<file path="src/rtl/prng_pkg.sv">
// Shared definitions for the round-robin PRNG scheduler.
//   WIDTH        : LFSR / random word width
//   POLY_DEFAULT : Galois taps for x^32+x^7+x^5+x^3+x^2+x+1
//   state_e      : scheduler FSM states
package prng_pkg;

  localparam int unsigned WIDTH = 32;

  localparam logic [WIDTH-1:0] POLY_DEFAULT = 32'h0000_00AF;

  typedef enum logic [1:0] {
    StIdle, // unseeded
    StSeed, // seed just loaded
    StWarm, // stepping the LFSR before first grant
    StRun   // serving requests
  } state_e;

endpackage

</file>
<file path="src/rtl/lfsr32_step.sv">
// Combinational next-state function of a 32-bit Galois LFSR.
//   cur : current LFSR state
//   nxt : state after one shift
module lfsr32_step
  import prng_pkg::*;
#(
  parameter logic [WIDTH-1:0] POLY = POLY_DEFAULT
) (
  input  logic [WIDTH-1:0] cur,
  output logic [WIDTH-1:0] nxt
);

  assign nxt = {cur[WIDTH-2:0], 1'b0} ^ (cur[WIDTH-1] ? POLY : '0);

endmodule

</file>
<file path="src/rtl/prng_sched.sv">
// Hands out consecutive LFSR words to N_REQ requesters with round-robin arbitration.
// After a seed load the LFSR is stepped WARM_CYC times before any grant.
//   clk, rst_n          : clock, synchronous active-low reset
//   seed_valid/seed     : seed offer (always accepted, highest priority)
//   seed_ready          : constant 1
//   req                 : per-requester level request
//   gnt                 : registered one-hot grant
//   rnd_valid/rnd_data  : random word for the granted requester (data is 0 when not valid)
//   busy                : high while seeding / warming up
module prng_sched
  import prng_pkg::*;
#(
  parameter int unsigned      N_REQ    = 4,
  parameter int unsigned      WARM_CYC = 32,
  parameter logic [WIDTH-1:0] POLY     = POLY_DEFAULT
) (
  input  logic             clk,
  input  logic             rst_n,
  input  logic             seed_valid,
  input  logic [WIDTH-1:0] seed,
  output logic             seed_ready,
  input  logic [N_REQ-1:0] req,
  output logic [N_REQ-1:0] gnt,
  output logic             rnd_valid,
  output logic [WIDTH-1:0] rnd_data,
  output logic             busy
);

  localparam int unsigned PtrW     = $clog2(N_REQ);
  localparam logic [7:0]  WarmLast = 8'(WARM_CYC - 1);

  state_e           state_q, state_d;
  logic [WIDTH-1:0] s_q, s_d, s_next;
  logic [PtrW-1:0]  ptr_q, ptr_d;
  logic [7:0]       warm_q, warm_d;
  logic [N_REQ-1:0] gnt_q, gnt_d;
  logic [WIDTH-1:0] rnd_q, rnd_d;

  // Arbiter search signals
  logic             found;
  logic [PtrW-1:0]  gnt_idx;
  logic [PtrW:0]    cand;
  logic [PtrW:0]    ptr_inc;

  lfsr32_step #(
    .POLY(POLY)
  ) u_step (
    .cur(s_q),
    .nxt(s_next)
  );

  // Round-robin: first asserted req at or after ptr, wrapping.
  always_comb begin
    found   = 1'b0;
    gnt_idx = '0;
    cand    = '0;
    for (int i = 0; i < int'(N_REQ); i++) begin
      cand = {1'b0, ptr_q} + (PtrW+1)'(i);
      if (cand >= (PtrW+1)'(N_REQ)) cand = cand - (PtrW+1)'(N_REQ);
      if (!found && req[cand[PtrW-1:0]]) begin
        found   = 1'b1;
        gnt_idx = cand[PtrW-1:0];
      end
    end
    ptr_inc = {1'b0, gnt_idx} + 1'b1;
  end

  always_comb begin
    state_d = state_q;
    s_d     = s_q;
    ptr_d   = ptr_q;
    warm_d  = warm_q;
    gnt_d   = '0;
    rnd_d   = '0;
    if (seed_valid) begin
      // A zero seed would lock the LFSR at zero.
      s_d     = (seed == '0) ? WIDTH'(1) : seed;
      warm_d  = '0;
      state_d = StSeed;
    end else begin
      unique case (state_q)
        StIdle: ;
        StSeed: state_d = StWarm;
        StWarm: begin
          s_d    = s_next;
          warm_d = warm_q + 8'd1;
          if (warm_q == WarmLast) state_d = StRun;
        end
        StRun: begin
          if (found) begin
            gnt_d[gnt_idx] = 1'b1;
            rnd_d          = s_q;
            s_d            = s_next;
            ptr_d          = (ptr_inc == (PtrW+1)'(N_REQ)) ? '0 : ptr_inc[PtrW-1:0];
          end
        end
        default: state_d = StIdle;
      endcase
    end
  end

  always_ff @(posedge clk) begin
    if (!rst_n) begin
      state_q <= StIdle;
      s_q     <= '0;
      ptr_q   <= '0;
      warm_q  <= '0;
      gnt_q   <= '0;
      rnd_q   <= '0;
    end else begin
      state_q <= state_d;
      s_q     <= s_d;
      ptr_q   <= ptr_d;
      warm_q  <= warm_d;
      gnt_q   <= gnt_d;
      rnd_q   <= rnd_d;
    end
  end

  assign seed_ready = 1'b1;
  assign gnt        = gnt_q;
  assign rnd_valid  = |gnt_q;
  assign rnd_data   = rnd_q;
  assign busy       = (state_q == StSeed) || (state_q == StWarm);

endmodule

</file>
<file path="config.mk">
export PLATFORM = sky130hd
export DESIGN_NAME = prng_sched
export DESIGN_NICKNAME = d
export VERILOG_FILES = /design/src/rtl/prng_pkg.sv /design/src/rtl/lfsr32_step.sv /design/src/rtl/prng_sched.sv
export SDC_FILE = /design/constraint.sdc
export NUM_CORES = 1
export LEC_CHECK = 0
export CAP_MARGIN = 20
export CORE_MARGIN = 10
export CORE_UTILIZATION = 45
export CTS_CLUSTER_DIAMETER = 60
export DETAILED_ROUTE_END_ITERATION = 8
export GPL_TIMING_DRIVEN = 0
export HOLD_SLACK_MARGIN = 0.1
export PLACE_DENSITY = 0.74
export SLEW_MARGIN = 0
export SYNTH_ARGS = -nofsm -noshare
export SYNTH_HDL_FRONTEND = slang
export SYNTH_SLANG_ARGS = --single-unit
</file>
<file path="constraint.sdc">
create_clock -name clk -period 3.2 [get_ports clk]
set_input_delay 0.48 -clock clk [delete_from_list [all_inputs] [get_ports clk]]
set_output_delay 0.48 -clock clk [all_outputs]
set_load 0.01 [all_outputs]
</file>
# After elaboration in Yosys (flattened, before gate mapping)
# Index checks and enable logic that the tools add are counted.
[word_totals] in_bits=39 register_bits=80 output_inout_bits=39 elab_cells=89
[op_classes] bitwise_logic=5 n_reduce_logical=19 n_eq_ne=8 add_sub_neg=9 n_lt_le_gt_ge=10 n_mux=31
[ops] op="$mux 32" count=3
[ops] op="$pmux 32 s2" count=1
[ops] op="$logic_not 32->1" count=1
[ops] op="$xor 32x32->32" count=1
[ops] op="$mux 2" count=10
[ops] op="$lt 2x3->1 const B" count=5
[ops] op="$mux 1" count=10
[ops] op="$ge 3x3->1 const B" count=3
[ops] op="$add 8x1->8 const B" count=1
[ops] op="$bmux 1 s2" count=4
[ops] op="$eq 8x5->1 const B" count=1
[ops] op="$mux 8" count=1
[ops] op="$reduce_or 4->1" count=2
[ops] op="$sub 2x1->2 const B" count=4
[ops] op="$add 2x1->3 const B" count=2
[ops] op="$add 2x2->3 const B" count=2
[ops] op="$ne 3x3->1 const B" count=2
[ops] op="$reduce_and 2->1" count=3
[ops] op="$reduce_bool 3->1" count=2
[ops] op="$eq 2x2->1 const B" count=2
[ops] op="$logic_and 1x1->1" count=4
[ops] op="$not 1->1" count=4
[ops] op="$pmux 2 s2" count=1
[ops] op="$eq 3x3->1 const B" count=1
[ops] op="other kinds (10)" count=12

# Depth between registers and ports, before layout
# Gate-level depths: netlist of run 1.
[logic_depth] depth_word=18 ltp_mapped=7 mapped_depth_nobuf=7

# By module
# From an unflattened synthesis of run 1, not the netlist that was laid out.
[hier_totals] cells_unflattened=383 area_unflattened_um2=3350.7
[by_module_without_submodules] mod="prng_sched" area_each_um2=3093.0 instances=1 seq_area_each_um2=1601.5 cells_each=350
[by_module_without_submodules] mod="lfsr32_step" area_each_um2=257.7 instances=1 seq_area_each_um2=0.0 cells_each=33

# Worst setup path before layout of run 1
# No wires, ideal clock.
[synth_path] path_type="input -> register" start="input port req[1]" end="register ptr_q[1]" setup_ns=0.116 path_stages=5 slack_ns=1.446 t_arrival_ns=1.638 t_required_ns=3.084 n_path_buf=0 path_cell_list="or4_4 > and2_1 > ha_1 > mux2i_1 > nor2b_1"
[synth_between] elab_chain_len=15 word_cells_on_any_way=26 cone_classes="add/sub (1); eq/ne (1); mux (17); reduce/logical (7)"
[synth_lines] element="start, declared" line_no="prng_sched.sv:22" rtl="input logic [N_REQ-1:0] req,"
[synth_lines] element="$bmux 1 s2" line_no="prng_sched.sv:60" rtl="if (!found && req[cand[PtrW-1:0]]) begin"
[synth_lines] element="$mux 1 (not written as such)" line_no="prng_sched.sv:60"
[synth_lines] element="$mux 1" line_no="prng_sched.sv:60"
[synth_lines] element="$logic_not 1->1" line_no="prng_sched.sv:60"
[synth_lines] element="$logic_and 1x1->1" line_no="prng_sched.sv:60"
[synth_lines] element="$mux 1" line_no="prng_sched.sv:60"
[synth_lines] element="$logic_not 1->1" line_no="prng_sched.sv:60"
[synth_lines] element="$logic_and 1x1->1" line_no="prng_sched.sv:60"
[synth_lines] element="$mux 1" line_no="prng_sched.sv:60"
[synth_lines] element="$logic_not 1->1" line_no="prng_sched.sv:60"
[synth_lines] element="$logic_and 1x1->1" line_no="prng_sched.sv:60"
[synth_lines] element="$mux 2" line_no="prng_sched.sv:60"
[synth_lines] element="$add 2x1->3" line_no="prng_sched.sv:65" rtl="ptr_inc = {1'b0, gnt_idx} + 1'b1;"
[synth_lines] element="$eq 3x3->1" line_no="prng_sched.sv:94" rtl="ptr_d = (ptr_inc == (PtrW+1)'(N_REQ)) ? '0 : ptr_inc[PtrW-1:0];"
[synth_lines] element="$mux 2" line_no="prng_sched.sv:94"
[synth_lines] element="end signal, assigned" line_no="prng_sched.sv:113" rtl="ptr_q <= ptr_d;"
[synth_lines] element="end, declared" line_no="prng_sched.sv:34" rtl="logic [PtrW-1:0] ptr_q, ptr_d;"
# Parallel ways exist; a longest one is shown, timed or not. The select of a mux whose other input is x is not followed.
# A chain may end at the register's enable or synchronous reset.

# Worst setup path in the final report of run 1
[layout_path] start="input port seed_valid" end="register rnd_q[21], in the netlist rnd_data[21]"
[layout_between] elab_chain_len=1
[layout_lines] element="start, declared" line_no="prng_sched.sv:19" rtl="input logic seed_valid,"
[layout_lines] element="$reduce_or 4->1 (no line)"
[layout_lines] element="end signal, assigned" line_no="prng_sched.sv:116" rtl="rnd_q <= rnd_d;"
[layout_lines] element="end, declared" line_no="prng_sched.sv:37" rtl="logic [WIDTH-1:0] rnd_q, rnd_d;"
# No other way between the ends.

==> results_dict.tcl, run 1 <==
set metrics [dict create \
    yosys_warnings 0 \
    peakVddDrop_mv 0.264 \
    rsz0062_at_grt "no" \
    mostFrequentLayoutCells "dfxtp_1, clkdlybuf4s50_1, nand2_1" \
    diodes 0 \
    p_per_area_mw_per_mm2 496 \
    grt_max_degree 14 \
    drt_wl_total_um 8430 \
    syn_area_mm2 0.00317 \
    hold_viol_final 0 \
    synth_compound_area_share_pct 14.0 \
    maxCapViolations 0 \
    ys_ff_latch 80 \
    cts_resized 0 \
    period_share_pct 70.8 \
    final_nets 490 \
    status "completed" \
    synth_area_leaders "dfxtp_1, and3_1, nand2_1, a31oi_1, o21ai_0" \
    tritoncts "done" \
    worstPathRequired_ps 3490 \
    cts_setup_buffers 0 \
    via_per_inst 5.33 \
    syn_inst 356 \
    post-route-min-period_ps 2270 \
    clk_pin_slew_worst_paths_ps 80 \
    slew_headroom_pct 62.2 \
    synth-simple-area-share_pct 23.5 \
    synth_top_family_by_area "simple AND/OR/NAND/NOR gates" \
    critical_path_peak_fanout 10 \
    layout_setup_ws_ps 933 \
    ys_seq_area_share_pct 50.6 \
    grt_pass1_vias 2787 \
    synth-xor-area-share_pct 2.77 \
    vias 2893 \
    drc_errors 0 \
    synth_top_area_share_pct 50.6 \
    final_common_cell "dfxtp_1" \
    total_power_w 0.00212 \
    syn_nets 403 \
    yosysTopAreaCell "dfxtp_1" \
    clock_sinks 80 \
    htree_levels 3 \
    root_buffer "clkbuf_8" \
    start_kind "input port" \
    synthAdderAreaFrac_pct 3.16 \
    area_growth_pct 35.2 \
    min_path_type "reg2reg" \
    yosys-mux-area-fraction_pct 0.632 \
    drt_iter0_markers 167 \
    finClkSkew_ps 7.92 \
    clockBufferDepth 2 \
    path_class "in2reg" \
    start_util_pct 46.3 \
    hold_buffers 0 \
    insertion_delay_ps 350 \
    synth_cell_types 36 \
    layout-drive-gt1-share_pct 4.92 \
    core_area_mm2 0.00683 \
    die_y_um 104 \
    die_area_mm2 0.0108 \
    leakage_nw 1.67 \
    groute.usage.overall_pct 15.5 \
    grt_remaining_overflow 0 \
    die_w_um 104 \
    fmax_mhz 441 \
    cts_buffers 9 \
    globalplace.congestion 0.788 \
    worst_slew_pin_slew_ps 562 \
    synth_area_per_cell_um2 8.89 \
    ant_nets 0 \
    ioPinCount 78 \
    pre_cts_slack_ps 623 \
    critical_path_arrival_ps 2560 \
    crit_path_end_kind "flip-flop" \
    port_buffers 76 \
    setup_viol_count_final 0 \
    dp_hpwl_um 6450 \
    wire_per_inst_um 15.5 \
    drv_slew 0 \
    placementRows 30 \
    drtPass1Iterations 7 \
    grt_pass1_wl_um 13900 \
    antenna_found_initial 0 \
    fin_hold_ws_ps 486 \
    fin_tns_setup_ps 0 \
]
layout make-up:
type,instances,area (um2)
tap,96,120
fill,599,2550
clock inverter,5,106
clock buffer,10,128
inverter,9,33.8
timing repair buffer,76,761
sequential,80,1600
multi-input combinational,239,1400
buffer,28,131
report_power, final:
part | switching, W | leakage (nW) | total, W | internal (W)
Combinational | 0.000103 | 0.901 | 0.000199 | 0.0000959
Sequential | 0.0000247 | 0.653 | 0.00105 | 0.00103
Clock | 0.000355 | 0.113 | 0.000871 | 0.000515
worst max-delay path: stages:
cell             delay (ps)
clkdlybuf4s50_1         450
clkbuf_1                250
nor3_1                  340
clkbuf_1                420
clkbuf_1                380
and3_1                  230
cell usage after synthesis:
master	count
dfxtp_1	80
nand2_1	54
and3_1	36
o21ai_0	31
a31oi_1	25
clkbuf_1	24
inv_1	9
nand4_1	9
nor2_1	9
nor3_1	9
nor4_1	9
ha_1	8
nand3_1	7
xnor2_1	7
a21oi_1	5
o311ai_0	5
buf_6	3
or3_1	3
xor2_1	3
mux2i_1	2
nand2b_1	2
nor2b_1	2
a21o_1	1
a21oi_2	1
a221oi_1	1
and2_1	1
and2b_1	1
and4bb_2	1
buf_4	1
conb_1	1
o21a_1	1
o21ai_4	1
o22a_1	1
o22ai_1	1
or4_1	1
or4_4	1
flip-flops by register name (all words and copies together) (netlist names):
register and count:
state_q 2, rnd_data 32, gnt 4, s_q 32, warm_q 8, ptr_q 2
kinds of logic after synthesis:
| kind of cell | after synthesis |
|---|---|
| mux | 2 |
| simple gates | 145 |
| buf+inv | 37 |
| xor+xnor | 10 |
| other cells | 1 |
| flops | 80 |
| compound gates | 73 |
| fa+ha+maj | 8 |
through the flow:
stage	utilization (%)	cells	cell area, um2
after floorplan	-	356	3170
after global placement	59.2	528	4050
after detailed placement	59.2	528	4050
after CTS	62.7	543	4280
after global routing	62.7	543	4280
final	62.7	543	4280
layer usage:
metal | track usage [%] | wire, um | up-vias
li1 | - | - | 1438
met1 | 17.4 | 3550 | 1351
met2 | 26.9 | 4230 | 94
met3 | 5.82 | 556 | 10
met4 | 3.88 | 93 | 0
met5 | 0 | 0 | -
final timing paths:
kind               from           end  slack (ps)  cells past startpoint
min              s_q[7]        s_q[8]         490                      2
max          seed_valid  rnd_data[21]         930                      6
min reg2reg      s_q[7]        s_q[8]         490                      2
max reg2reg  state_q[1]  rnd_data[21]        1020                      6
Power figures use the tool's default switching activity.
==> inputs of run 2 (changes only) <==
==> constraint.sdc (replaced) <==
create_clock -name clk -period 2.15 [get_ports clk]
set_input_delay 0.3225 -clock clk [delete_from_list [all_inputs] [get_ports clk]]
set_output_delay 0.3225 -clock clk [all_outputs]
set_load 0.01 [all_outputs]
==> run 2 against run 1 <==
Compared with the run above:
- register-to-register slack lost 760 ps
- clock power rose by 48%
- critical path depth decreased by 3
- count of clock-buffer cells in the layout is the same
- largest cell class unchanged
- via count is 0.28% lower
- final area about the same
==> results_dict.tcl, run 2 (synthesis results as in run 1) <==
set metrics [dict create \
    crit_chain "ha_1 > inv_1 > clkdlybuf4s50_1" \
    mostFrequentLayoutCells "dfxtp_1, clkdlybuf4s50_1, nand2_1" \
    final_common_cell "dfxtp_1" \
    dp_hpwl_um 6450 \
    multiInputGateArea_mm2 0.00140 \
    placementRows 30 \
    crit_family "buffers and inverters" \
    period_share_pct 94.3 \
    setup_viol_count_final 0 \
    clk_pin_slew_worst_paths_ps 80 \
    post-route-min-period_ps 2030 \
    fmax_mhz 493 \
    crit_path_end_kind "output port" \
    die_w_um 104 \
    path_class "reg2out" \
    clockBufferDepth 2 \
    finClkSkew_ps 7.17 \
    drv_slew 0 \
    hold_viol_final 0 \
    pre_cts_slack_ps -270 \
    htree_levels 3 \
    cp_slowest_stage_delay_ps 530 \
    start_kind "flip-flop" \
    total_power_w 0.00315 \
    min_path_type "reg2reg" \
    r2r-start "state_q[1]" \
    tritoncts "done" \
    ioPinCount 78 \
    via_per_inst 5.31 \
    insertion_delay_ps 350 \
    globalplace.congestion 0.788 \
    worst_slew_pin_slew_ps 564 \
    die_y_um 104 \
    cts_buffers 9 \
    diodes 0 \
    grt_pass1_wl_um 13900 \
    maxCapViolations 0 \
    hold_buffers 0 \
    groute.usage.overall_pct 15.5 \
    cp_num_buf_inv 2 \
    layout-drive-gt1-share_pct 5.37 \
    status "completed" \
    start_util_pct 46.3 \
    ff_latch_area_mm2 0.00160 \
    clock_sinks 80 \
    final_nets 490 \
    drt_wl_total_um 8460 \
    rsz0062_at_grt "no" \
    wire_per_inst_um 15.6 \
    core_area_mm2 0.00683 \
    critical_path_arrival_ps 1700 \
    drt_iter0_markers 157 \
    grt_max_degree 14 \
    critical_path_peak_fanout 5 \
    antenna_found_initial 0 \
    port_buffers 76 \
    worstPathRequired_ps 1830 \
    drtPass1Iterations 5 \
    cts_setup_buffers 0 \
    p_per_area_mw_per_mm2 736 \
    startpoint "state_q[1]" \
    grt_pass1_vias 2787 \
    vias 2885 \
    drc_errors 0 \
    leakage_nw 1.67 \
    crit_path_top_delay_cell "clkdlybuf4s50_1" \
    layout_setup_ws_ps 123 \
    slew_headroom_pct 62.1 \
    peakVddDrop_mv 0.394 \
    n_fill_cell 602 \
    cts_resized 1 \
    grt_remaining_overflow 0 \
    root_buffer "clkbuf_8" \
    ant_nets 0 \
    area_growth_pct 35.3 \
    fin_tns_setup_ps 0 \
    die_area_mm2 0.0108 \
    hold_start "s_q[28]" \
]
[run 2: final timing paths]
kind / endpoint / slack (ps) / cells past startpoint
setup reg to reg: rnd_data[21] / 260 / 6
hold / removal: s_q[29] / 480 / 2
setup / recovery: busy / 120 / 3
hold reg to reg: s_q[29] / 480 / 2
[run 2: metal layers]
metal | vias to the layer above | wire length [um] | global-route usage, %
li1 | 1436 | - | -
met1 | 1339 | 3500 | 17.4
met2 | 98 | 4260 | 26.9
met3 | 12 | 594 | 5.82
met4 | 0 | 108 | 3.88
met5 | - | 0 | 0
[run 2: per-stage QoR]
stage,instance area [um2],cells,hold slack [ps],utilization [%]
global route,4280,543,499,62.7
CTS,4280,543,487,62.7
floorplan,3170,356,457,-
detailed placement,4050,528,475,59.2
global placement,4050,528,468,59.2
finish,4280,543,485,62.7
[run 2: where the power goes]
part           internal (W)  total (W)  switching, W  leakage [nW]
clock network      0.000767    0.00129      0.000524         0.113
registers           0.00153    0.00157     0.0000372         0.653
logic              0.000143   0.000297      0.000154         0.908
[run 2: layout make-up]
cell class / instances / share of cell area [%]
buffer: 28 / 3.13
clock buffer: 10 / 2.98
tap: 96 / 2.80
multi-input combinational: 239 / 32.7
timing repair buffer: 76 / 17.8
clock inverter: 5 / 2.48
sequential: 80 / 37.4
inverter: 9 / 0.789
[run 2: worst reg2reg max path: stages, from the launching register on]
cell and delay (ps):
dfxtp_1 470, ha_1 240, inv_1 100, nor3_1 290
clkbuf_2 290, clkbuf_2 250, and3_1 190
==> inputs of run 3 (changes only) <==
--- a/config.mk
+++ b/config.mk
@@ -6,6 +6,7 @@
 export NUM_CORES = 1
 export LEC_CHECK = 0
 export CAP_MARGIN = 20
+export CORE_ASPECT_RATIO = 1.75
 export CORE_MARGIN = 10
 export CORE_UTILIZATION = 45
 export CTS_CLUSTER_DIAMETER = 60
==> run 3 against run 2 <==
Compared with the run above:
- global-route usage is 0.74 points higher
- flip-flop and latch count stayed put
- utilization is 0.99 points higher
- combinational power hardly changed
- sequential power hardly changed
- register-to-register slack better by 50 ps
- critical path depth stayed put
- die area is 1.2% higher
- clock skew is 1.8 ps lower
- critical path type unchanged
- critical endpoint unchanged
- largest cell class unchanged
- highest routed layer unchanged
==> results_dict.tcl, run 3 (synthesis results as in run 1) <==
set metrics [dict create \
    ioPinCount 78 \
    mostFrequentLayoutCells "dfxtp_1, clkdlybuf4s50_1, nand2_1" \
    seqPwrFrac_pct 44.3 \
    fmax_mhz 504 \
    htree_levels 3 \
    dp_hpwl_um 6480 \
    grt_remaining_overflow 0 \
    finClkSkew_ps 5.40 \
    leakage_nw 1.72 \
    critical_path_peak_fanout 5 \
    die_y_um 131 \
    final_common_cell "dfxtp_1" \
    start_util_pct 46.2 \
    root_buffer "clkbuf_16" \
    die_w_um 83.4 \
    cts_buffers 9 \
    grt_pass1_vias 3031 \
    core_area_mm2 0.00686 \
    clockBufferDepth 2 \
    final_util_pct 63.7 \
    drc_errors 0 \
    antenna_found_initial 0 \
    pre_cts_slack_ps -222 \
    reg2reg_slack_ps 310 \
    layout-drive-gt1-share_pct 5.58 \
    start_kind "flip-flop" \
    drt_wl_total_um 8660 \
    min_path_type "reg2reg" \
    p_per_area_mw_per_mm2 811 \
    status "completed" \
    clock_sinks 80 \
    place_inst 516 \
    vias 2893 \
    groute.usage.overall_pct 16.3 \
    via_per_inst 5.44 \
    clk_pin_slew_worst_paths_ps 60 \
    rsz0062_at_grt "no" \
    peakVddDrop_mv 0.512 \
    path_class "reg2out" \
    grt_max_degree 14 \
    wire_per_inst_um 16.3 \
    post-route-min-period_ps 1980 \
    insertion_delay_ps 340 \
    worstPathRequired_ps 1830 \
    maxCapViolations 0 \
    drv_slew 0 \
    critical_path_arrival_ps 1660 \
    port_buffers 76 \
    cts_setup_buffers 0 \
    crit_path_top_delay_cell "clkdlybuf4s50_1" \
    ant_nets 0 \
    tritoncts "done" \
    swShare_pct 22.2 \
    stdcell_count 532 \
    cp_slowest_stage_delay_ps 530 \
    final_nets 490 \
    drt_iter0_markers 180 \
    placementRows 40 \
    crit_path_end_kind "output port" \
    area_growth_pct 37.9 \
    diodes 0 \
    crit_chain "ha_1 > inv_1 > clkdlybuf4s50_1" \
    clock_power_share_pct 47.3 \
    drtPass1Iterations 4 \
    period_share_pct 92.2 \
    comb_power_share_pct 8.4 \
    internal_power_w 0.00276 \
    netSwitchingPower_w 0.000785 \
    die_area_mm2 0.0109 \
    hold_viol_final 0 \
    globalplace.congestion 0.839 \
    grt_pass1_wl_um 14600 \
    layout_setup_ws_ps 168 \
    setup_viol_count_final 0 \
]
[run 3: final timing paths]
kind | start | endpoint | cells past startpoint
max | state_q[1] | busy | 3
min | s_q[13] | s_q[14] | 2
max reg2reg | state_q[1] | rnd_data[22] | 6
min reg2reg | s_q[13] | s_q[14] | 2
[run 3: final cells by class]
type	count	area [um2]
fillers	598	2490
flip-flops and latches	80	1600
multi-input cells	239	1400
repair buffers	76	761
clock buffers	12	256
plain buffers	28	134
well taps	84	105
clock inverters	4	76.3
inverters	9	33.8
[run 3: per-stage QoR]
step / hold WS [ps] / power [W] / cell area (um2) / TNS (ps)
floorplan: 457 / 0.00175 / 3170 / 0
global placement: 471 / 0.00188 / 4030 / -1840
global route: 501 / 0.00366 / 4370 / 0
detailed placement: 480 / 0.00189 / 4030 / -3250
finish: 477 / 0.00354 / 4370 / 0
CTS: 479 / 0.00355 / 4360 / 0
[run 3: timing repair]
| item | CTS | global route |
|---|---|---|
| endpoints found under the hold margin | 0 | 0 |
| setup endpoints to repair | 0 | 10 |
| gates resized for setup | 0 | 4 |
| hold buffers | 0 | 0 |
[run 3: power by group through the flow]
stage | clock (W) | combinational [W] | sequential (W)
after floorplan | 0 | 0.000157 | 0.00159
after global placement | 0 | 0.000285 | 0.00160
after detailed placement | 0 | 0.000294 | 0.00160
after CTS | 0.00169 | 0.000297 | 0.00157
after global routing | 0.00175 | 0.000334 | 0.00157
final | 0.00168 | 0.000297 | 0.00157
[run 3: layer usage]
metal  vias up  wire (um)  GRT usage [%]
li1       1432          -              -
met1      1371       3320           16.9
met2        77       4740           30.0
met3        13        450           4.65
met4         0        153           6.44
met5         -          0              0
[run 3: worst max-delay path, delay by kind of cell, from the launching register on]
| kind | cells | cell delay, ps |
|---|---|---|
| adders and majority gates | 1 | 280 |
| DFF | 1 | 460 |
| buffers and inverters | 2 | 580 |
